[config.mk]
export PLATFORM = sky130hd
export DESIGN_NAME = pipe_stage_reg
export DESIGN_NICKNAME = d
export VERILOG_FILES = /design/src/rtl/pipe_stage_reg.sv
export SDC_FILE = /design/constraint.sdc
export NUM_CORES = 1
export LEC_CHECK = 0
export ABC_AREA = 0
export BUFFER_PORTS_ARGS = -buffer_cell sky130_fd_sc_hd__buf_4
export CORE_AREA = 2 2 76 86
export CTS_BUF_LIST = sky130_fd_sc_hd__clkbuf_8 sky130_fd_sc_hd__clkbuf_16
export CTS_CLUSTER_SIZE = 28
export DETAILED_ROUTE_END_ITERATION = 12
export DIE_AREA = 0 0 78 88
export GPL_ROUTABILITY_DRIVEN = 0
export PLACE_DENSITY_LB_ADDON = 0.2
export SYNTH_ARGS = -nofsm -noshare
export SYNTH_HDL_FRONTEND = slang
export SYNTH_SLANG_ARGS = --single-unit
[constraint.sdc]
create_clock -name clk -period 2.1 [get_ports clk]
set_input_delay 0.21 -clock clk [delete_from_list [all_inputs] [get_ports clk]]
set_output_delay 0.21 -clock clk [all_outputs]
set_load 0.005 [all_outputs]
[src/rtl/pipe_stage_reg.sv]
// pipe_stage_reg: valid/ready pipeline stage register with flush and an
// optional skid entry that makes in_ready a pure flop output.
//
// Ports:
//   clk, resetn         clock, async active-low reset
//   flush               sync squash of all held entries
//   in_valid/in_ready   upstream handshake, in_data payload
//   out_valid/out_ready downstream handshake, out_data head payload
//   level               number of valid entries held (0..2)
module pipe_stage_reg #(
   parameter int unsigned      WIDTH     = 32,
   parameter logic [WIDTH-1:0] RESET_VAL = '0,
   parameter bit               SKID      = 1'b1
) (
   input  logic             clk,
   input  logic             resetn,
   input  logic             flush,
   input  logic             in_valid,
   output logic             in_ready,
   input  logic [WIDTH-1:0] in_data,
   output logic             out_valid,
   input  logic             out_ready,
   output logic [WIDTH-1:0] out_data,
   output logic [1:0]       level
);

   localparam logic [1:0] ST_EMPTY = 2'b00;
   localparam logic [1:0] ST_BUSY  = 2'b10;
   localparam logic [1:0] ST_FULL  = 2'b11;

   logic             m_valid_q, m_valid_d;
   logic             s_valid_q, s_valid_d;
   logic [WIDTH-1:0] m_data_q,  m_data_d;
   logic [WIDTH-1:0] s_data_q,  s_data_d;
   logic             in_fire;
   logic             out_fire;

   // Skid mode: ready comes straight from the skid flop, so no
   // combinational path exists from out_ready back to in_ready.
   assign in_ready  = SKID ? !s_valid_q : (!m_valid_q | out_ready);
   assign out_valid = m_valid_q;
   assign out_data  = m_data_q;
   assign level     = {1'b0, m_valid_q} + {1'b0, s_valid_q};
   assign in_fire   = in_valid & in_ready;
   assign out_fire  = m_valid_q & out_ready;

   always_comb begin
      m_valid_d = m_valid_q;
      s_valid_d = s_valid_q;
      m_data_d  = m_data_q;
      s_data_d  = s_data_q;
      if (flush) begin
         // Data registers keep their contents; only validity is cleared.
         m_valid_d = 1'b0;
         s_valid_d = 1'b0;
      end else if (!SKID) begin
         m_valid_d = in_fire | (m_valid_q & !out_fire);
         if (in_fire) m_data_d = in_data;
      end else begin
         case ({m_valid_q, s_valid_q})
            ST_EMPTY: begin
               if (in_fire) begin
                  m_valid_d = 1'b1;
                  m_data_d  = in_data;
               end
            end
            ST_BUSY: begin
               if (in_fire && out_fire) begin
                  m_data_d = in_data;
               end else if (in_fire) begin
                  s_valid_d = 1'b1;
                  s_data_d  = in_data;
               end else if (out_fire) begin
                  m_valid_d = 1'b0;
               end
            end
            ST_FULL: begin
               if (out_fire) begin
                  m_data_d  = s_data_q;
                  s_valid_d = 1'b0;
               end
            end
            default: begin
               m_valid_d = m_valid_q;
            end
         endcase
      end
   end

   always_ff @(posedge clk or negedge resetn) begin
      if (!resetn) begin
         m_valid_q <= 1'b0;
         s_valid_q <= 1'b0;
         m_data_q  <= RESET_VAL;
         s_data_q  <= RESET_VAL;
      end else begin
         m_valid_q <= m_valid_d;
         s_valid_q <= s_valid_d;
         m_data_q  <= m_data_d;
         s_data_q  <= s_data_d;
      end
   end

endmodule

# Word-level counts from Yosys, hierarchy flattened
# Index checks and enable logic that the tools add are counted.
# totals
reg_bits,66
word_cells,43
# op_classes
n_reduce_logical,10
bitwise,4
add_sub_neg,1
mux,13
n_eq_ne,11
# op_table
cell,count
$mux W32,3
$pmux W32 S3,1
$ne A3 B3 Y1 const B,6
$reduce_and A5 Y1,2
$reduce_bool A3 Y1,3
$reduce_and A4 Y1,2
$mux W1,7
$ne A2 B2 Y1 const B,3
$eq A2 B2 Y1 const B,2
$pmux W1 S2,2
$add A1 B1 Y2,1
$and A1 B1 Y1,2
$logic_not A2 Y1,1
$not A1 Y1,2
$logic_and A1 B1 Y1,1
$logic_not A1 Y1,1

# Longest topological paths before layout
# Gate-level depths: netlist (run 1).
# logic_depth
depth_word,6
depth_mapped,8
mapped_depth_nobuf,6

# Worst setup path before layout (run 1)
# Ideal clock, no wire load.
# synth_path
path_type,flip-flop to flip-flop
start,"register m_valid_q, in the netlist out_valid"
end,"register m_data_q[0], in the netlist out_data[0]"
setup_slack_ps,328
path_buffers,2
path_stages_with_launch,9
t_required_ps,1977
setup_ps,123
arrival_ps,1649
path_cell_list,dfrtp_1 -> inv_1 -> ha_1 -> or2_1 -> a221oi_4 -> and2_1 -> buf_2 -> buf_4 -> a21oi_1
# synth_via
elab_chain_len,4
elab_cells_between_ends,11
# synth_lines
item,line,source
"start, declared",31,"logic m_valid_q, m_valid_d;"
"start signal, assigned",97,m_valid_q <= m_valid_d;
$and A1 B1 Y1,45,assign out_fire = m_valid_q & out_ready;
$logic_and A1 B1 Y1,68,if (in_fire && out_fire) begin
$ne A2 B2 Y1 (no line),--,
$reduce_and A5 Y1 (no line),--,
"end signal, assigned",99,m_data_q <= m_data_d;
"end, declared",33,"logic [WIDTH-1:0] m_data_q, m_data_d;"
# Several ways; a longest one is shown, not always the timed one.
# A chain may end at the register's enable or synchronous reset.

# Worst setup path in the final report (run 1)
# layout_path
start,"register m_valid_q, in the netlist out_valid"
end,"register m_data_q[20], in the netlist out_data[20]"
# Same word-level chain as after synthesis.

==> results of run 1 <==
-- synth_stat cells --
| library cell | instances |
|---|---|
| nor2_1 | 4 |
| o21ai_0 | 1 |
| clkbuf_1 | 3 |
| buf_4 | 3 |
| and2_1 | 1 |
| a221oi_4 | 1 |
| o21ai_1 | 1 |
| nand4_1 | 1 |
| nand2_2 | 1 |
| inv_1 | 3 |
| o21a_1 | 1 |
| nand3_1 | 1 |
| or2_1 | 1 |
| buf_2 | 11 |
| dfrtp_1 | 66 |
| mux2_2 | 32 |
| nand2b_4 | 1 |
| a21oi_1 | 65 |
| nor3_1 | 1 |
| nand2_1 | 1 |
| ha_1 | 4 |
| a31oi_1 | 1 |
| mux2i_1 | 32 |
-- state kept, by name, indices dropped and copies added, names as in the netlist --
signal,flops
s_data_q,32
out_data,32
s_valid_q,1
out_valid,1
-- critical path, stage by stage (launching register included) --
cell	delay [ps]
dfrtp_1	460
inv_1	120
ha_1	200
or2_1	230
a221oi_4	190
buf_4	370
a21oi_1	130
a21oi_1	130
-- path summary, 6_finish.rpt --
kind / startpoint / to / slack, ps
max: out_valid$_DFFE_PN0P_ / out_data[20]$_DFFE_PN0P_ / 190
min: resetn / out_valid$_DFFE_PN0P_ / -40
max reg2reg: out_valid$_DFFE_PN0P_ / out_data[20]$_DFFE_PN0P_ / 190
min reg2reg: s_data_q[5]$_DFFE_PN0P_ / s_data_q[5]$_DFFE_PN0P_ / 510
max in group asynchronous: resetn / s_data_q[12]$_DFFE_PN0P_ / 1580
min in group clk: flush / s_valid_q$_DFFE_PN0P_ / 50
-- final cells by class --
cell class / instances / area share
sequential: 66 / 0.439
multi-input combinational: 150 / 0.315
tap: 80 / 0.0266
timing repair buffer: 80 / 0.163
clock inverter: 6 / 0.0176
inverter: 3 / 0.00299
clock buffer: 10 / 0.0366
-- power groups by stage --
stage / sequential (mW) / combinational [mW] / clock, mW
after detailed placement: 2.27 / 2.11 / 0
final: 2.26 / 2.08 / 1.07
after global routing: 2.33 / 2.31 / 1.16
after global placement: 2.26 / 2.05 / 0
after CTS: 2.26 / 2.11 / 1.10
after floorplan: 2.22 / 1.23 / 0
-- cell families after synthesis --
family	synth area share
AOI/OAI and AO/OA	0.128
adders and majority gates	0.0171
buffers and inverters	0.0342
DFF	0.565
muxes	0.233
and+or+nand+nor	0.0231
-- routing by layer --
| metal | GRT usage | vias to the layer above | share of wire |
|---|---|---|---|
| met5 | 0 | - | 0 |
| li1 | - | 994 | - |
| met3 | 0.0474 | 8 | 0.059 |
| met4 | 0.0877 | 0 | 0.013 |
| met2 | 0.306 | 62 | 0.49 |
| met1 | 0.254 | 1032 | 0.44 |
-- through the flow --
| step | cell area [um^2] | instances | power [mW] | util | hold slack [ps] |
|---|---|---|---|---|---|
| 2_1_floorplan | 2930 | 236 | 3.44 | - | -85.6 |
| 3_3_place_gp | 3560 | 379 | 4.30 | 0.593 | 371 |
| 3_5_place_dp | 3560 | 379 | 4.38 | 0.593 | 368 |
| 4_1_cts | 3760 | 395 | 5.47 | 0.627 | 6.40 |
| 5_1_grt | 3760 | 395 | 5.80 | 0.627 | 42.5 |
| 6_report | 3760 | 395 | 5.41 | 0.627 | -37.7 |
==> reports/results.ini, run 1 <==
[flow_run]
max-cap-violations=0

[critical_path]
end_kind=flop
worstPathRequired_ps=2360
cp_data_arrival_time_ps=2170
crit_path_max_fanout=32
path_class=flop to flop
crit_path_start_kind=flop
r2r_cells=7

[global_route]
grt_pass1_vias=2100
grt_overflow=0
grt_usage=0.193
grt_pass1_wl_mm=10.2
antenna_found_initial=0
grt_max_degree=67

[detailed_routing]
ant_nets=0
drt_first_pass_iters=4
drc_errors=0
drt_iter0_markers=157
via_count=2096
wirelength_mm=6.04
post_drt_wl_per_cell_um=15.3
via_per_inst=5.31

[cts]
cts_resized=0
root_buffer=clkbuf_8
cts_hold_buf=0
clock_latency_ps=330
numCtsBuffers=9
htree_levels=3
cts_tree=done
ctsLongestPathBuffers=2
clk_pin_slew_worst_paths_ps=70
post_cts_buffers=0
numClockSinks=66

[timing]
max_freq_mhz=524
drv_slew=0
fin_crit_ps=1910
finalHoldWorstSlack_ps=-37.7
rsz0062_at_grt=false
worst_clock_skew_ps=6.93
period_share=0.908
fin_setup_tns_ps=0
tightest_slew_ps=829
setup_ws_ps=192
finalSetupViolCount=0
max_slew_margin=0.447
final_hold_viol_count=38

[status]
violations=negative hold slack
status=finished with violations

[yosys]
yosys_warnings=0
ys_seq_area_frac=0.565
synth_top_area_share=0.565
synth_seq_cells=66
synth_area_leader_cell=dfrtp_1
netlist_area_um2=2930
synth_nets=277
ys_types=23
synthTopCellsByArea=dfrtp_1 (56%), mux2_2 (12%), a21oi_1 (11%)
syn_avg_cell_area_um2=12.4
netlist_instances=236

[pwr]
p_sw_mw=1.80
pwr-share-clk=0.198
leakage_nw=1.64
comb_power_share=0.385
seqPwrFrac=0.417
power_density_nw_per_um2=1440
vdd.ir_drop.worst_mv=0.711
internal_power_mw=3.61
switching_share=0.333

[cells_and_area]
final_nets=351
final_common_cell=buf_4
layout_common_cells=buf_4 (79), dfrtp_1 (66), a21oi_1 (65)
drive_gt1_frac=0.425
diodes=0
syn2layout_area_growth_pct=28.7
multi_input_area_um2=1180
final-seq-area_um2=1650
num-fill-cells=511

[floorplan]
ios=73
dieHeight_um=88
start_util=0.487
dieArea_um2=6860
num_rows=30
core_area_um2=6010
die_w_um=78

[placed_design]
place_ws_ps=210
place_hpwl_mm=4.01
io_buffer_count=72

[hold_path]
min_path_type=primary input to async pin

Power figures use the tool's default switching activity.
==> run 2: changes to the inputs <==
Settings changed: ABC_AREA 0 to 1, CORE_AREA 2 2 76 86 to 2 2 81 91, DIE_AREA 0 0 78 88 to 0 0 83 93.
==> run 2 against run 1 <==
The run still ends with negative hold slack left; cell area is 8.5% higher; sequential share of layout area decreased by 3.4 points; register-to-register slack better by 200 ps; hold slack got worse by 8.3 ps; worst setup slack improved by 200 ps; total power grew 5.0%.
==> reports/results.ini, run 2 <==
[yosys]
synthTopCellsByArea=dfrtp_1 (50%), nand2_1 (12%), o21ai_2 (8.5%)
synth.most_common_cell=nand2_1
yosys_warnings=0
ys_types=20
synth-edff-count=0
async_flop_share=1.00
synth_nets=419
syn_avg_cell_area_um2=8.76
synth_area_leader_cell=dfrtp_1
synth_top_area_share=0.499
yosys-top-cells-count=nand2_1 (108), dfrtp_1 (66), inv_1 (36)
ys_seq_area_frac=0.499
ys.flop_type=dfrtp_1
netlist_area_um2=3310
netlist_instances=378
synth_seq_cells=66

[cts]
htree_levels=3
numCtsBuffers=9
clk_pin_slew_worst_paths_ps=70
cts_hold_buf=0
post_cts_buffers=0
numClockSinks=66
root_buffer=clkbuf_8
ctsLongestPathBuffers=2
cts_resized=0
clock_latency_ps=330
cts_tree=done

[critical_path]
r2r_cells=8
worstPathRequired_ps=2360
cp_data_arrival_time_ps=1970
path_class=flop to flop
reg2reg_from=s_valid_q$_DFFE_PN0P_
r2r_slack_ps=390
crit_path_start_kind=flop
worst_r2r_endpoint=out_data[25]$_DFFE_PN0P_
crit_path_max_fanout=32
end_kind=flop

[pwr]
vdd.ir_drop.worst_mv=0.589
leakage_nw=2.11
p_total_mw=5.68
power_density_nw_per_um2=1390

[status]
status=finished with violations
violations=negative hold slack

[detailed_routing]
drt_first_pass_iters=4
drc_errors=0
via_per_inst=4.92
drt_iter0_markers=169
via_count=2628
ant_nets=0
wirelength_mm=6.78
post_drt_wl_per_cell_um=12.7

[timing]
tightest_slew_ps=846
fin_crit_ps=1710
final_hold_viol_count=16
rsz0062_at_grt=false
fin_setup_tns_ps=0
max_freq_mhz=585
max_slew_margin=0.436
setup_ws_ps=390
finalSetupViolCount=0
drv_slew=0
worst_clock_skew_ps=9.02
finalHoldWorstSlack_ps=-46.0
period_share=0.814

[cells_and_area]
num-fill-cells=612
diodes=0
finalNonFillerCells=534
final_common_cell=nand2_1
syn2layout_area_growth_pct=23.3
drive_gt1_frac=0.363
final_nets=485
layout_common_cells=nand2_1 (108), buf_4 (74), dfrtp_1 (66)

[floorplan]
core_area_um2=6850
dieArea_um2=7720
ios=73
dieHeight_um=93
num_rows=32
start_util=0.484
die_w_um=83

[global_route]
antenna_found_initial=0
grt_max_degree=69
grt_pass1_wl_mm=11.7
grt_pass1_vias=2505
grt_overflow=0
grt_usage=0.189

[placed_design]
io_buffer_count=72
dp_cells=518
place_ws_ps=414
place_hpwl_mm=4.42

[hold_path]
min_path_type=primary input to async pin

[flow_run]
max-cap-violations=0

-- run 2: how the worst max path moves through the flow --
stage	startpoint	to	slack, ps	depth (start not counted)
global route	out_valid$_DFFE_PN0P_	out_data[22]$_DFFE_PN0P_	290	8
finish	s_valid_q$_DFFE_PN0P_	out_data[25]$_DFFE_PN0P_	390	8
detailed placement	s_valid_q$_DFFE_PN0P_	out_data[25]$_DFFE_PN0P_	410	8
floorplan	s_valid_q$_DFFE_PN0P_	s_data_q[1]$_DFFE_PN0P_	650	6
global placement	s_valid_q$_DFFE_PN0P_	out_data[7]$_DFFE_PN0P_	470	8
CTS	s_valid_q$_DFFE_PN0P_	out_data[25]$_DFFE_PN0P_	390	8
-- run 2: layer usage --
metal  GRT usage  wire length, um  up-vias
met2       0.299             3390       70
met5           0                0        -
met4      0.0820               57        0
li1            -                -     1329
met3      0.0318              312        8
met1       0.258             3020     1221
-- run 2: cells by family (layout without fill, tap and decap cells) --
kind of cell               Yosys count  after routing  share of synthesized area
AOI/OAI and AO/OA                   69             69                      0.142
and+or+nand+nor                    178            178                      0.248
buffers and inverters               61            132                     0.0956
DFF                                 66             66                      0.499
adders and majority gates            4              4                     0.0151
-- run 2: stage by stage --
stage / utilization / area [um^2]
finish: 0.597 / 4090
global route: 0.597 / 4090
CTS: 0.597 / 4090
detailed placement: 0.565 / 3870
global placement: 0.565 / 3870
floorplan: - / 3310
-- run 2: area by class of cell --
class                           instances  area [um^2]  share of cell area
Multi-Input combinational cell        251         1350               0.330
Inverter                               39          146              0.0358
Sequential cell                        66         1650               0.404
Timing Repair Buffer                   77          616               0.151
Clock inverter                          6         81.3              0.0199
Tap cell                               85          106              0.0260
Clock buffer                           10          138              0.0337
-- run 2: power breakdown --
group / internal (mW) / leakage, nW / switching [mW]
Combinational: 1.06 / 1.17 / 1.19
Sequential: 1.86 / 0.826 / 0.398
Clock: 0.693 / 0.113 / 0.474
-- run 2: worst max-delay path, cell delays in order, from the launching register on --
cell and delay, ps:
dfrtp_1 450, inv_2 110, ha_1 190, inv_1 100, a21oi_2 60, nor2_4 120, buf_4 330, nand3_1 160
nand2_1 100
